## src/rtl/seg7_pkg.sv

```systemverilog
// Shared 7-segment definitions: active-low codebook, blank pattern, decoder FSM states.
// Pure declarations; no latency, no flow control.
package seg7_pkg;

    localparam logic [6:0] SEG_0     = 7'h01;
    localparam logic [6:0] SEG_1     = 7'h4F;
    localparam logic [6:0] SEG_2     = 7'h12;
    localparam logic [6:0] SEG_3     = 7'h06;
    localparam logic [6:0] SEG_4     = 7'h4C;
    localparam logic [6:0] SEG_5     = 7'h24;
    localparam logic [6:0] SEG_6     = 7'h20;
    localparam logic [6:0] SEG_7     = 7'h0F;
    localparam logic [6:0] SEG_8     = 7'h00;
    localparam logic [6:0] SEG_9     = 7'h04;
    localparam logic [6:0] SEG_A     = 7'h08;
    localparam logic [6:0] SEG_B     = 7'h60;
    localparam logic [6:0] SEG_C     = 7'h31;
    localparam logic [6:0] SEG_D     = 7'h42;
    localparam logic [6:0] SEG_E     = 7'h30;
    localparam logic [6:0] SEG_F     = 7'h38;
    localparam logic [6:0] SEG_BLANK = 7'h7F;

    typedef enum logic [0:0] {
        HOLD   = 1'b0,
        SETTLE = 1'b1
    } seg7_state_e;

    typedef struct packed {
        logic       is_legal;
        logic       is_blank;
        logic [3:0] nibble;
    } seg7_lookup_t;

    // Encoder-side helper: digit to active-low segment pattern.
    function automatic logic [6:0] seg7_encode(input logic [3:0] nib);
        logic [6:0] pat;
        case (nib)
            4'h0: pat = SEG_0;
            4'h1: pat = SEG_1;
            4'h2: pat = SEG_2;
            4'h3: pat = SEG_3;
            4'h4: pat = SEG_4;
            4'h5: pat = SEG_5;
            4'h6: pat = SEG_6;
            4'h7: pat = SEG_7;
            4'h8: pat = SEG_8;
            4'h9: pat = SEG_9;
            4'hA: pat = SEG_A;
            4'hB: pat = SEG_B;
            4'hC: pat = SEG_C;
            4'hD: pat = SEG_D;
            4'hE: pat = SEG_E;
            default: pat = SEG_F;
        endcase
        return pat;
    endfunction

endpackage

```

## src/rtl/seg7_pattern_lookup.sv

```systemverilog
// Classifies a 7-bit active-low pattern as legal digit, blank, or illegal.
// Purely combinational, no flow control.
module seg7_pattern_lookup
    import seg7_pkg::*;
(
    input  logic [6:0]   pat_i,
    output seg7_lookup_t res_o
);

    always_comb begin
        res_o.is_legal = 1'b1;
        res_o.is_blank = 1'b0;
        res_o.nibble   = 4'h0;
        case (pat_i)
            SEG_0:     res_o.nibble = 4'h0;
            SEG_1:     res_o.nibble = 4'h1;
            SEG_2:     res_o.nibble = 4'h2;
            SEG_3:     res_o.nibble = 4'h3;
            SEG_4:     res_o.nibble = 4'h4;
            SEG_5:     res_o.nibble = 4'h5;
            SEG_6:     res_o.nibble = 4'h6;
            SEG_7:     res_o.nibble = 4'h7;
            SEG_8:     res_o.nibble = 4'h8;
            SEG_9:     res_o.nibble = 4'h9;
            SEG_A:     res_o.nibble = 4'hA;
            SEG_B:     res_o.nibble = 4'hB;
            SEG_C:     res_o.nibble = 4'hC;
            SEG_D:     res_o.nibble = 4'hD;
            SEG_E:     res_o.nibble = 4'hE;
            SEG_F:     res_o.nibble = 4'hF;
            SEG_BLANK: begin
                res_o.is_legal = 1'b0;
                res_o.is_blank = 1'b1;
            end
            default:   res_o.is_legal = 1'b0;
        endcase
    end

endmodule

```

## src/rtl/seg7_readback_decoder.sv

```systemverilog
// Recovers the hex digit from a debounced active-low segment bus; reports digit/blank/illegal.
// Report lands STABLE_CYCLES+1 edges after first sample; no backpressure, pulses are one cycle.
module seg7_readback_decoder
    import seg7_pkg::*;
#(
    parameter int unsigned STABLE_CYCLES = 4
) (
    input  logic       clk,
    input  logic       reset,
    input  logic [0:6] seg,
    output logic [3:0] digit,
    output logic       digit_valid,
    output logic       blank,
    output logic       illegal,
    output logic [7:0] err_count
);

    localparam int unsigned     CW       = $clog2(STABLE_CYCLES + 1);
    localparam logic [CW-1:0]   STABLE_C = CW'(STABLE_CYCLES);
    localparam logic [CW-1:0]   ONE_C    = CW'(1);

    logic [6:0]    seg_q;
    logic [6:0]    acc_pat_q,   acc_pat_d;
    logic [6:0]    cand_q,      cand_d;
    logic [CW-1:0] stab_cnt_q,  stab_cnt_d;
    seg7_state_e   state_q,     state_d;
    logic [3:0]    digit_q,     digit_d;
    logic          dv_q,        dv_d;
    logic          blank_q,     blank_d;
    logic          illegal_q,   illegal_d;
    logic [7:0]    err_q,       err_d;
    logic          accept;
    seg7_lookup_t  cand_class;

    seg7_pattern_lookup u_lookup (
        .pat_i (cand_d),
        .res_o (cand_class)
    );

    // Settle FSM; acceptance is decided on the same edge the count reaches the target.
    always_comb begin
        state_d    = state_q;
        stab_cnt_d = stab_cnt_q;
        cand_d     = cand_q;
        accept     = 1'b0;
        case (state_q)
            HOLD: begin
                if (seg_q != acc_pat_q) begin
                    state_d    = SETTLE;
                    stab_cnt_d = ONE_C;
                    cand_d     = seg_q;
                end
            end
            SETTLE: begin
                if (seg_q != cand_q) begin
                    cand_d     = seg_q;
                    stab_cnt_d = ONE_C;
                end else begin
                    stab_cnt_d = stab_cnt_q + ONE_C;
                end
            end
            default: begin
                state_d    = HOLD;
                stab_cnt_d = '0;
            end
        endcase
        if (state_d == SETTLE && stab_cnt_d == STABLE_C) begin
            accept     = 1'b1;
            state_d    = HOLD;
            stab_cnt_d = '0;
        end
    end

    always_comb begin
        acc_pat_d = acc_pat_q;
        digit_d   = digit_q;
        blank_d   = blank_q;
        err_d     = err_q;
        dv_d      = 1'b0;
        illegal_d = 1'b0;
        if (accept) begin
            acc_pat_d = cand_d;
            // A settle that lands back on the held pattern is a glitch, not news.
            if (cand_d != acc_pat_q) begin
                if (cand_class.is_legal) begin
                    digit_d = cand_class.nibble;
                    blank_d = 1'b0;
                    dv_d    = 1'b1;
                end else if (cand_class.is_blank) begin
                    blank_d = 1'b1;
                end else begin
                    illegal_d = 1'b1;
                    if (err_q != 8'hFF) begin
                        err_d = err_q + 8'd1;
                    end
                end
            end
        end
    end

    always_ff @(posedge clk) begin
        if (reset) begin
            seg_q      <= SEG_BLANK;
            acc_pat_q  <= SEG_BLANK;
            cand_q     <= SEG_BLANK;
            stab_cnt_q <= '0;
            state_q    <= HOLD;
            digit_q    <= 4'h0;
            dv_q       <= 1'b0;
            blank_q    <= 1'b1;
            illegal_q  <= 1'b0;
            err_q      <= 8'h00;
        end else begin
            seg_q      <= seg;
            acc_pat_q  <= acc_pat_d;
            cand_q     <= cand_d;
            stab_cnt_q <= stab_cnt_d;
            state_q    <= state_d;
            digit_q    <= digit_d;
            dv_q       <= dv_d;
            blank_q    <= blank_d;
            illegal_q  <= illegal_d;
            err_q      <= err_d;
        end
    end

    assign digit       = digit_q;
    assign digit_valid = dv_q;
    assign blank       = blank_q;
    assign illegal     = illegal_q;
    assign err_count   = err_q;

endmodule

```

## config.mk

```make
export PLATFORM = sky130hd
export DESIGN_NAME = seg7_readback_decoder
export DESIGN_NICKNAME = d
export VERILOG_FILES = /design/src/rtl/seg7_pkg.sv /design/src/rtl/seg7_pattern_lookup.sv /design/src/rtl/seg7_readback_decoder.sv
export SDC_FILE = /design/constraint.sdc
export NUM_CORES = 1
export LEC_CHECK = 0
export CORE_UTILIZATION = 43
export CTS_CLUSTER_DIAMETER = 100
export CTS_CLUSTER_SIZE = 20
export DETAILED_ROUTE_END_ITERATION = 8
export DONT_BUFFER_PORTS = 1
export SYNTH_ARGS = -nofsm -noshare
export SYNTH_HDL_FRONTEND = slang
export SYNTH_SLANG_ARGS = --single-unit
```

## constraint.sdc

```tcl
create_clock -name clk -period 2.9 [get_ports clk]
set_input_delay 0.58 -clock clk [delete_from_list [all_inputs] [get_ports clk]]
set_output_delay 0.58 -clock clk [all_outputs]
set_load 0.05 [all_outputs]
```

* Word level (Yosys, flattened, before mapping)
Index checks and enable logic that the tools add are counted.
** Storage, ports and cells
- Memories :: 0
- Output and inout port bits :: 15
- Bits in registers :: 40
- Memory bits (read-only) :: 0
- Input port bits :: 9
- Latch bits :: 0
- Bits in writable memories :: 0
** Cells by class
- Bitwise operators :: 5
- Shifts and indexed selects :: 0
- Multiply operators :: 0
- Equality and inequality tests :: 21
- Order comparisons :: 0
- Mux-type cells :: 16
- Div/mod/pow operators :: 0
- Reduce and logical (&&, ||, !) cells :: 10
- $add $sub $neg :: 2
** Operators with widths (number)
- one-hot mux 4 bit (15 select lines) :: 1
- equality test 7 x 6 -> 1 bit, second input constant :: 5
- equality test 7 bit, second input constant :: 5
- inequality test 7 bit :: 3
- OR reduction 16 bit :: 1
- equality test 7 x 3 -> 1 bit, second input constant :: 2
- equality test 7 x 4 -> 1 bit, second input constant :: 2
- 2-to-1 mux 7 bit :: 2
- one-hot mux 7 bit (2 select lines) :: 1
- 2-to-1 mux 1 bit :: 9
- adder 8 x 1 -> 8 bit, second input constant :: 1
- inequality test 8 bit, second input constant :: 1
- equality test 7 x 1 -> 1 bit, second input constant :: 1
- equality test 7 x 5 -> 1 bit, second input constant :: 1
- zero test 7 bit :: 1
- 2-to-1 mux 3 bit :: 2
- one-hot mux 3 bit (2 select lines) :: 1
- AND reduction 3 bit :: 2
- NOT 1 bit :: 5
- AND reduction 5 bit :: 1
- OR reduction 4 bit :: 1
- adder 3 x 1 -> 3 bit, second input constant :: 1
- equality test 3 bit, second input constant :: 1
- OR reduction 3 bit :: 1
- 3 further kinds :: 3

* Logic depth before layout (Yosys ltp)
- Depth after elaboration :: 8
- Gate-level depth with buffers :: 14

* Hierarchy
From an unflattened synthesis, not the netlist that was laid out.
** Second synthesis, totals
- Cells, all modules :: 270
- Area total of the unflattened synthesis :: 2326.0 um^2
** By module, submodules not included
- seg7_readback_decoder :: times used 1, sequential area each 800.8 um^2, area an instance 1991.9 um^2, cells each 216
- seg7_pattern_lookup :: times used 1, sequential area each 0.0 um^2, area an instance 334.1 um^2, cells each 54

* Least setup slack after synthesis
No wires, ideal clock.
- Kind :: register to register
- Start point :: register seg_q[1]
- End point :: register err_q[2], in the netlist err_count[2]
- Required time :: 2777 ps
- Setup time :: 123 ps
- Path slack :: -299 ps
- Path buffers :: 3
- Stages on the path, launching flop included :: 13
- Data arrival time :: 3076 ps
- Cells stage by stage :: dfxtp_1 buf_2 xor2_1 or4_4 buf_6 nor2_8 buf_12 mux2i_1 inv_1 a41oi_2 o311ai_4 nor4_1 mux2_1
** On the way
- Cells in the longest elaborated chain, start to end :: 8
- Elaborated cells on any way between the ends :: 37
- Classes of those cells :: eq/ne: 20; mux: 11; bitwise: 2; reduce/logical: 4
** RTL lines
- start: declaration :: line seg7_readback_decoder.sv:22 : logic [6:0] seg_q;
- start signal: assignment :: line seg7_readback_decoder.sv:114 : seg_q <= seg;
- inequality test 7 bit (on tied branches) :: line seg7_readback_decoder.sv:55, seg7_readback_decoder.sv:48
- 2-to-1 mux 7 bit (on tied branches) :: line seg7_readback_decoder.sv:55, seg7_readback_decoder.sv:48
- one-hot mux 7 bit (2 select lines) :: line seg7_readback_decoder.sv:46 : case (state_q)
- equality test 7 x 1 -> 1 bit (tied with other cells) :: line seg7_pattern_lookup.sv:14 : case (pat_i)
- OR reduction 16 bit (no line)
- 2-to-1 mux 1 bit :: line seg7_pattern_lookup.sv:14
- NOT 1 bit (no line)
- AND reduction 5 bit (no line) (*)
- end signal: assignment :: line seg7_readback_decoder.sv:123 : err_q <= err_d;
- end: declaration :: line seg7_readback_decoder.sv:31 : logic [7:0] err_q, err_d;
Mark *: on every way between the ends. The rest lies on a longest branch, timed or not.
A chain may end at the register's enable or synchronous reset.

* Worst setup path after layout
- Start point :: register seg_q[5]
- End point :: register err_q[4], in the netlist err_count[4]
The elaborated chain is that of the path after synthesis.

==> impl_metrics.py <==
metrics = {
    "power": {
        "pwr-share-clk": 0.321,
        "max-vdd-ir-drop_v": 0.0003015,
        "p_leak_nw": 1.615,
        "power.internal_mw": 0.9920,
        "switching_share": 0.3069,
        "fin_total_pwr_mw": 1.431,
        "power_density_nw_per_um2": 342.5,
        "power_frac_seq": 0.408,
        "p_switching_mw": 0.4392,
        "power_frac_comb": 0.271,
    },
    "floorplan": {
        "pin_count": 24,
        "die-width_um": 83.08,
        "rows": 29,
        "die_h_um": 83.08,
        "dieArea_um2": 6901,
        "coreArea_um2": 6350,
        "initial_core_util": 0.4451,
    },
    "setup_path": {
        "critPathKind": "flop to flop",
        "slowest_stage": "or4_4",
        "crit_path_end_kind": "flop",
        "critPathMaxStageDelay_ns": 0.57,
        "cp_max_fo": 8,
        "crit_required_ns": 3.09,
        "crit_path_frequent_cell": "buf_4",
        "startpoint_type": "flop",
        "arrival_ns": 3.30,
        "path_cells": "xor2_2 > or4_4 > nor2_8 > buf_4 > buf_12 > nor2_2 > a31oi_1 > a2111oi_2 > buf_4 > a21o_4 > nor4_4 > mux2_4",
    },
    "synth": {
        "yosys_most_used_dff": "dfxtp_1",
        "syn_area_um2": 2826,
        "syn_avg_cell_area_um2": 8.539,
        "synth_warnings": 0,
        "synth_edf_count": 0,
        "synth_commonest_cells": "40 x dfxtp_1, 25 x nor2_1, 20 x a21oi_1, 20 x nand2_1, 14 x xnor2_1",
        "synth_seq_cells": 40,
        "synth_largest_area_cell": "dfxtp_1",
        "synth.most_common_cell": "dfxtp_1",
        "synthDistinctLibCells": 69,
        "async_reset_ff_frac": 0,
        "synth_top_area_share": 0.2833,
        "ys_seq_area_frac": 0.2833,
        "synthTopCellsByArea": "dfxtp_1 28%, xnor2_1 4.3%, a21oi_1 3.5%",
        "syn_inst": 331,
        "syn_nets": 342,
    },
    "routing": {
        "wire_per_inst_um": 19.24,
        "ant_nets": 0,
        "wl_met3_um": 714,
        "drtIter0Drc": 332,
        "vias_per_cell": 6.069,
        "routed_wirelength_um": 9483,
        "wl_met1_um": 4286,
        "drc": 0,
        "maxUsedRoutingLayer": "met4",
        "dr_wl_met2_um": 4296,
        "vias": 2992,
        "drtPass1Iterations": 6,
    },
    "timing": {
        "setup_viol": 13,
        "slew_violations": 0,
        "fin_ws_ns": -0.2173,
        "layout_min_cycle_time_ns": 3.117,
        "slew_headroom": 0.5532,
        "worst_slew_pin_slew_ns": 0.6692,
        "fin_skew_ns": 0.002831,
        "hold_viol": 0,
        "finalCritPeriodShare": 1.075,
        "rsz0062_at_grt": "yes",
        "whs_ns": 0.3438,
        "fmax_mhz": 320.8,
    },
    "clock_tree": {
        "clock_sink_count": 40,
        "cts_buffers": 5,
        "cts_tree": "yes",
        "clkTransAtPathRegs_ns": 0.08,
        "root_buffer": "clkbuf_8",
        "insertion_delay_ns": 0.29,
        "cts_hold_buffers": 0,
        "clk_path_buf_depth": 2,
        "htree_levels": 2,
    },
    "outcome": {
        "violations": "negative setup slack",
        "status": "finished with violations",
    },
    "grt": {
        "grt_remaining_overflow": 0,
        "grt_max_degree": 38,
        "grt_usage": 0.2588,
        "grt_pass1_vias": 2757,
        "grt_pass1_wl_um": 14230,
        "antenna_found_initial": 0,
    },
    "job": {
        "max-cap-violations": 0,
    },
    "layout": {
        "nNetsFinal": 426,
        "n_antenna_cell": 0,
        "syn_to_final_growth_pct": 47.85,
        "fin_util": 0.6581,
        "layout-drive-gt1-share": 0.4712,
    },
    "placed_design": {
        "hpwl_um": 6379,
        "portBuffers": 0,
        "gp_congestion": 0.9696,
    },
    "min_path": {
        "hp-class": "input port to flop",
    },
}
==> path summary, 6_finish.rpt <==
| check | startpoint | end | slack [ns] | cells past startpoint |
|---|---|---|---|---|
| worst max-delay path | seg_q[5]$_SDFF_PP1_ | err_count[4]$_SDFFE_PP0P_ | -0.22 | 12 |
| worst min-delay path | reset | stab_cnt_q[1]$_SDFF_PP0_ | 0.34 | 1 |
| worst max register to register | seg_q[5]$_SDFF_PP1_ | err_count[4]$_SDFFE_PP0P_ | -0.22 | 12 |
| worst min register to register | err_count[1]$_SDFFE_PP0P_ | err_count[1]$_SDFFE_PP0P_ | 0.50 | 2 |
==> kinds of logic after synthesis <==
group	Yosys count	synth area share
fa+ha+maj	2	0.008852
compound gates	93	0.2630
buf+inv	35	0.07349
flops	40	0.2833
xor+xnor	18	0.05844
simple gates	133	0.2749
mux	10	0.03807
==> per-layer routing <==
layer  vias to the layer above  global-route usage
li1                       1418                   -
met1                      1426              0.3755
met2                       129              0.4009
met3                        19             0.03678
met4                         0             0.06740
met5                         -                   0
==> critical path, delay by kind of cell (launching register included) <==
kind	cells	cell delay, ns
AOI/OAI and AO/OA	3	0.60
xor gates and xnor gates	1	0.17
buffers and inverters	3	0.40
DFF	1	0.36
muxes	1	0.34
and+or+nand+nor	4	1.14
==> cells in the final DEF (no fill, tap or decap), types with 7 or more instances in the layout <==
cell type	netlist	routed
buf_4	1	89
dfxtp_1	40	37
nor2_1	25	24
nand2_1	20	20
a21oi_1	20	15
xnor2_1	14	12
nand4_1	10	10
nand3_1	13	10
inv_1	10	9
or2_2	10	9
nor4_4	0	8
buf_6	4	8
a211oi_1	9	7
o21ai_0	8	7
==> power groups by stage <==
stage	sequential [mW]	combinational (mW)	clock, mW
finish	0.584	0.388	0.459
floorplan	0.590	0.201	0
detailed placement	0.596	0.301	0
global route	0.586	0.408	0.483
global placement	0.595	0.301	0
CTS	0.583	0.341	0.463
==> stage by stage <==
stage,cell area [um2],setup slack (ns),setup TNS [ns],cells
2_1_floorplan,2892,-0.09126,-0.2414,331
3_3_place_gp,3395,-0.2321,-2.493,459
3_5_place_dp,3395,-0.2767,-2.598,459
4_1_cts,3827,-0.1554,-0.9244,485
5_1_grt,4179,-0.2584,-2.434,493
6_report,4179,-0.2173,-1.385,493
==> flip-flops by register name, summed over array words and instances, names as in the netlist <==
register     count
digit_valid      1
illegal          1
stab_cnt_q       3
blank            1
cand_q           7
acc_pat_q        7
err_count        8
seg_q            7
digit            4
state_q          1
==> layout make-up <==
type | instances | area [um2]
fillers | 491 | 2171
inverters | 10 | 37.54
well taps | 77 | 96.34
clock inverters | 3 | 42.54
clock buffers | 5 | 68.82
repair buffers | 100 | 818.3
flip-flops and latches | 40 | 807.0
multi-input cells | 258 | 2308
==> what timing repair did <==
item	4_1_cts	5_1_grt
gates cloned	2	0
buffers inserted	16	9
resized for setup	33	48
pin swaps	15	21
setup endpoints to repair	15	15
(Power assumes the default switching activity.)
==> RTL edit 1: new RTL, config.mk and constraints unchanged <==
Change the parameter `STABLE_CYCLES` from 4 to 2.
--- a/src/rtl/seg7_readback_decoder.sv
+++ b/src/rtl/seg7_readback_decoder.sv
@@ -3,7 +3,7 @@
 module seg7_readback_decoder
     import seg7_pkg::*;
 #(
-    parameter int unsigned STABLE_CYCLES = 4
+    parameter int unsigned STABLE_CYCLES = 2
 ) (
     input  logic       clk,
     input  logic       reset,
Behaviour: not the same (a bounded check fails within 4 cycles, from zero or initial values and one cycle with reset high).
==> RTL edit 1 against the unedited design <==
The flow still finishes with violations (negative setup slack); clock skew is 0.0014 ns higher; sequential cell count decreased by 1; setup slack better by 0.14 ns; area after synthesis shrank 9.2%; count of clock-buffer cells in the layout rose by 1; sequential share of layout area up 3.6 points; hold slack gained 0.0052 ns; via count down 16%; clock power down 20%; wire length shrank 20%; power decreased by 12%; design area is 18% lower; die area down 9.0%.
==> RTL edit 1: results (changes against the unedited design) <==
| Metric | Value |
|---|---|
| Status | `finished with violations` |
| Failing checks | `negative setup slack` |
| GR Layer Usage met3 | `0.0506 (+0.0138)` |
| Initial DRC count | `168 (-49%)` |
| Placed Cells incl. Taps | `426 (-7.2%)` |
| Syn avg cell area | `8.64 um2 (+1.2%)` |
| Vias in the first global route | `2,399 (-13%)` |
| Finished Layout Cells | `444 (-9.9%)` |
| Leakage Power | `1.41 nW (-13%)` |
| Hpwl dp | `5650 um (-11%)` |
| Least-Margin Pin Slew | `0.743 ns (+0.0736 ns)` |
| Synthesized Nets | `307 (-10%)` |
| Worst setup margin | `-0.0723 ns (+0.145 ns)` |
| Critical path arrival | `3.20 ns (-0.10 ns)` |
| Routability cong. | `0.919 (-5.2%)` |
| Vias per cell | `5.66 (-6.7%)` |
| Pre-CTS WS | `-0.187 ns (+0.0899 ns)` |
| Drt total wl | `7560 um (-20%)` |
| Post-synth top cells | `dfxtp_1, nand2_1, nor2_1, nand3_1, xor2_1` |
| # nets final | `381 (-11%)` |
| Final TNS setup | `-0.402 ns (+0.982 ns)` |
| Largest stage delay, worst path | `0.44 ns (-0.13 ns)` |
| Layout cell share with drive strength beyond 1 | `0.430 (-0.0410)` |
| Grt met2 use | `0.384 (-0.0173)` |
| Seq/Total Area, Yosys | `0.304 (+0.0208)` |
| Pre-antenna DRT Iters | `4 (-2)` |
| Crit path max fanout | `7 (-1)` |
| Clock root buffer | `clkbuf_8` |
| Largest net degree at the start of global routing | `22 (-42%)` |
| Final setup viols | `9 (-4)` |
| Netlist cell types | `71 (+2.9%)` |
| Placed instance area | `3150 um2 (-7.1%)` |
| Worst vdd ir | `273 uV (-9.6%)` |
| Wire length of the first global-routing pass | `12,200 um (-14%)` |
| Clock Latency Late Sink | `0.29 ns (about the same)` |
| Worst clock skew | `0.00427 ns (+0.00144 ns)` |
| Met1 Use GR | `0.353 (-0.0230)` |
| Total Routing Usage GR | `0.256 (-0.00267)` |
-- RTL edit 1: path summary, 6_finish.rpt --
kind / cells after the start / startpoint / to / slack (ns)
setup / recovery: 12 / acc_pat_q[5] / err_count[7] / -0.07
hold / removal: 1 / reset / err_count[4] / 0.35
setup reg to reg: 12 / acc_pat_q[5] / err_count[7] / -0.07
hold reg to reg: 1 / stab_cnt_q[0] / stab_cnt_q[0] / 0.51
-- RTL edit 1: kinds of logic (layout without fill, tap and decap cells) --
kind of cell | Yosys count | in the layout | synth area share
AND/OR/NAND/NOR | 130 | 130 | 0.289
adder cells (fa/ha/maj) | 1 | 1 | 0.00487
multiplexers | 11 | 11 | 0.0546
flip-flops | 39 | 39 | 0.304
AO/OA/AOI/OAI | 63 | 63 | 0.192
buffers and inverters | 30 | 105 | 0.0677
XOR/XNOR | 23 | 23 | 0.0872
-- RTL edit 1: layout make-up --
type / instances / area [um2]
flip-flops and latches: 39 / 787
clock buffers: 6 / 72.6
clock inverters: 2 / 12.5
multi-input cells: 228 / 1740
fillers: 485 / 2210
well taps: 72 / 90.1
inverters: 6 / 22.5
repair buffers: 91 / 711
-- RTL edit 1: power breakdown --
part | switching [mW] | internal (mW)
logic | 0.159 | 0.160
clock network | 0.197 | 0.168
registers | 0.0179 | 0.552
-- RTL edit 1: repair_timing --
action                                  in CTS  in global routing
pin swaps                                   14                 10
buffers inserted                             4                  6
gates resized for setup                     18                 14
gates cloned                                 0                  0
endpoints found under the setup margin      13                 13
-- RTL edit 1: per-layer routing --
layer  part of all wire  up-vias  routed length [um]
li1                   -     1221                   -
met1               0.47     1181                3550
met2               0.44       89                3310
met3              0.057       24                 429
met4              0.035        0                 265
met5                  0        -                   0
==> RTL edit 2: new RTL, same settings <==
Made on the original files. The output `digit_valid` loses its register stage (`dv_q` becomes a continuous assignment).
--- a/src/rtl/seg7_readback_decoder.sv
+++ b/src/rtl/seg7_readback_decoder.sv
@@ -106,7 +106,6 @@
             stab_cnt_q <= '0;
             state_q    <= HOLD;
             digit_q    <= 4'h0;
-            dv_q       <= 1'b0;
             blank_q    <= 1'b1;
             illegal_q  <= 1'b0;
             err_q      <= 8'h00;
@@ -117,12 +116,13 @@
             stab_cnt_q <= stab_cnt_d;
             state_q    <= state_d;
             digit_q    <= digit_d;
-            dv_q       <= dv_d;
             blank_q    <= blank_d;
             illegal_q  <= illegal_d;
             err_q      <= err_d;
         end
     end
+
+    assign dv_q = dv_d;
 
     assign digit       = digit_q;
     assign digit_valid = dv_q;
Function: changed (a bounded check fails within 10 cycles, from zero or initial values and one cycle with reset high).
==> RTL edit 2 against the unedited design <==
The flow still finishes with violations (negative setup slack); clock power fell by 16%; setup slack lost 0.10 ns; combinational power shrank 27%; area after synthesis fell by 3.4%; power is 14% lower; register-to-register slack got worse by 0.03 ns; wire length shrank 8.5%; count of clock-buffer cells in the layout stayed put; sequential share of layout area grew 1.8 points; sequential cell count decreased by 1; die area decreased by 3.3%; design area decreased by 11%.
==> RTL edit 2: results (changes against the unedited design) <==
| Metric | Value |
|---|---|
| Post-CTS Setup Bufs | `11 (-5)` |
| Least-Margin Pin Slew | `0.641 ns (-0.0282 ns)` |
| Worst clock skew | `0.0103 ns (+0.00743 ns)` |
| Pre-CTS WS | `-0.115 ns (+0.162 ns)` |
| Failing checks | `negative setup slack` |
| Crit path kind | `reg2out` |
| Worst reg-to-reg setup slack | `-0.25 ns (-0.03 ns)` |
| Largest net degree at the start of global routing | `28 (-26%)` |
| Post-synthesis mux area share | `0.0641 (+0.0261)` |
| P_int | `0.846 mW (-15%)` |
| Post-CTS resize count | `27 (-18%)` |
| Worst Reg2Reg Path Length in Cells | `14 (+2)` |
| Xor/xnor share of the synthesized area | `0.0545 (-0.00392)` |
| Wire length of the first global-routing pass | `14,100 um (-0.87%)` |
| Total Routing Usage GR | `0.285 (+0.0265)` |
| Async set-reset flop share out of synthesis | `0 (unchanged)` |
| Drt wl/cell | `17.8 um (-7.4%)` |
| Netlist cell types | `66 (-4.3%)` |
| Clock Latency Late Sink | `0.30 ns` |
| CP max-delay cell | `a2111o_1` |
| Initial DRC count | `183 (-45%)` |
| Routability cong. | `0.991 (+2.2%)` |
| Post-synth top cells | `dfxtp_1, nand2_1, nor2_1, a21oi_1` |
| Pre-antenna DRT Iters | `4 (-2)` |
| Crit path max fanout | `9 (+1)` |
| Worst vdd ir | `218 uV (-28%)` |
| Hpwl dp | `6530 um (+2.3%)` |
| Final setup viols | `11 (-2)` |
| Via count | `2,818 (-5.8%)` |
| Hold EP | `err_count[5]` |
| Layout cell share with drive strength beyond 1 | `0.374 (-0.0974)` |
| Worst setup path endpoint | `digit_valid` |
| Critical path arrival | `2.64 ns (-0.66 ns)` |
| Leakage Power | `1.54 nW (-4.6%)` |
| Worst setup margin | `-0.320 ns (-0.103 ns)` |
| FF-to-FF Start | `seg_q[0]` |
| Largest stage delay, worst path | `0.44 ns (-0.13 ns)` |
| Main combinational cell family by area after synthesis | `simple AND/OR/NAND/NOR gates` |
| Status | `finished with violations` |
| Ranking of synthesized cells by area | `dfxtp_1, nand2_1, nor2_1` |
| Seq/Total Area, Yosys | `0.286 (+0.00253)` |
| Synthesized Nets | `351 (+2.6%)` |
| Post-synthesis compound-gate area fraction | `0.219 (-0.0435)` |
| FF+latch count, synth | `39 (-2.5%)` |
| CP delay by family, top | `compound AO/OA/AOI/OAI gates` |
| Reg2Reg Capture Point | `err_count[2]` |
| Adder-Cell Fraction of Synth Area | `0.00916 (+0.000308)` |
| # nets final | `422 (-0.94%)` |
| Cts bufs inserted | `5 (unchanged)` |
| Final TNS setup | `-1.73 ns (-0.347 ns)` |
==> RTL edit 2: changes by cell type after synthesis, moves of 5 or more <==
| cell | change |
|---|---|
| a211oi_1 | -5 |
| a21o_1 | -5 |
| mux2i_1 | +5 |
| nand2_1 | +11 |
| nand2b_1 | +8 |
| nand4_1 | -5 |
| nor3_1 | +8 |
| o21a_1 | +6 |
==> RTL edit 2: cell type report <==
type / instances / area share
Sequential cell: 39 / 0.211
Timing Repair Buffer: 90 / 0.196
Clock inverter: 3 / 0.00538
Clock buffer: 5 / 0.0185
Multi-Input combinational cell: 266 / 0.535
Tap cell: 75 / 0.0252
Inverter: 9 / 0.00907
==> RTL edit 2: metrics by stage <==
stage / hold slack (ns) / cells / utilization / power [mW] / cell area [um2]
after detailed placement: 0.494 / 464 / 0.549 / 0.822 / 3310
after CTS: 0.344 / 484 / 0.602 / 1.23 / 3630
after global routing: 0.329 / 487 / 0.618 / 1.28 / 3720
final: 0.342 / 487 / 0.618 / 1.23 / 3720
after global placement: 0.495 / 464 / 0.549 / 0.823 / 3310
after floorplan: 0.466 / 340 / - / 0.726 / 2760
==> RTL edit 2: per-layer routing <==
layer  routed length [um]  track usage  share of wire
met5                    0            0              0
met4                  233        0.104          0.027
met3                  542       0.0467          0.062
met2                 3810        0.448           0.44
met1                 4090        0.391           0.47
==> RTL edit 2: power by group through the flow <==
stage	logic, mW	registers (mW)	clock network, mW
after global routing	0.304	0.565	0.415
final	0.284	0.563	0.384
after floorplan	0.159	0.567	0
after CTS	0.274	0.563	0.390
after detailed placement	0.248	0.574	0
after global placement	0.249	0.574	0
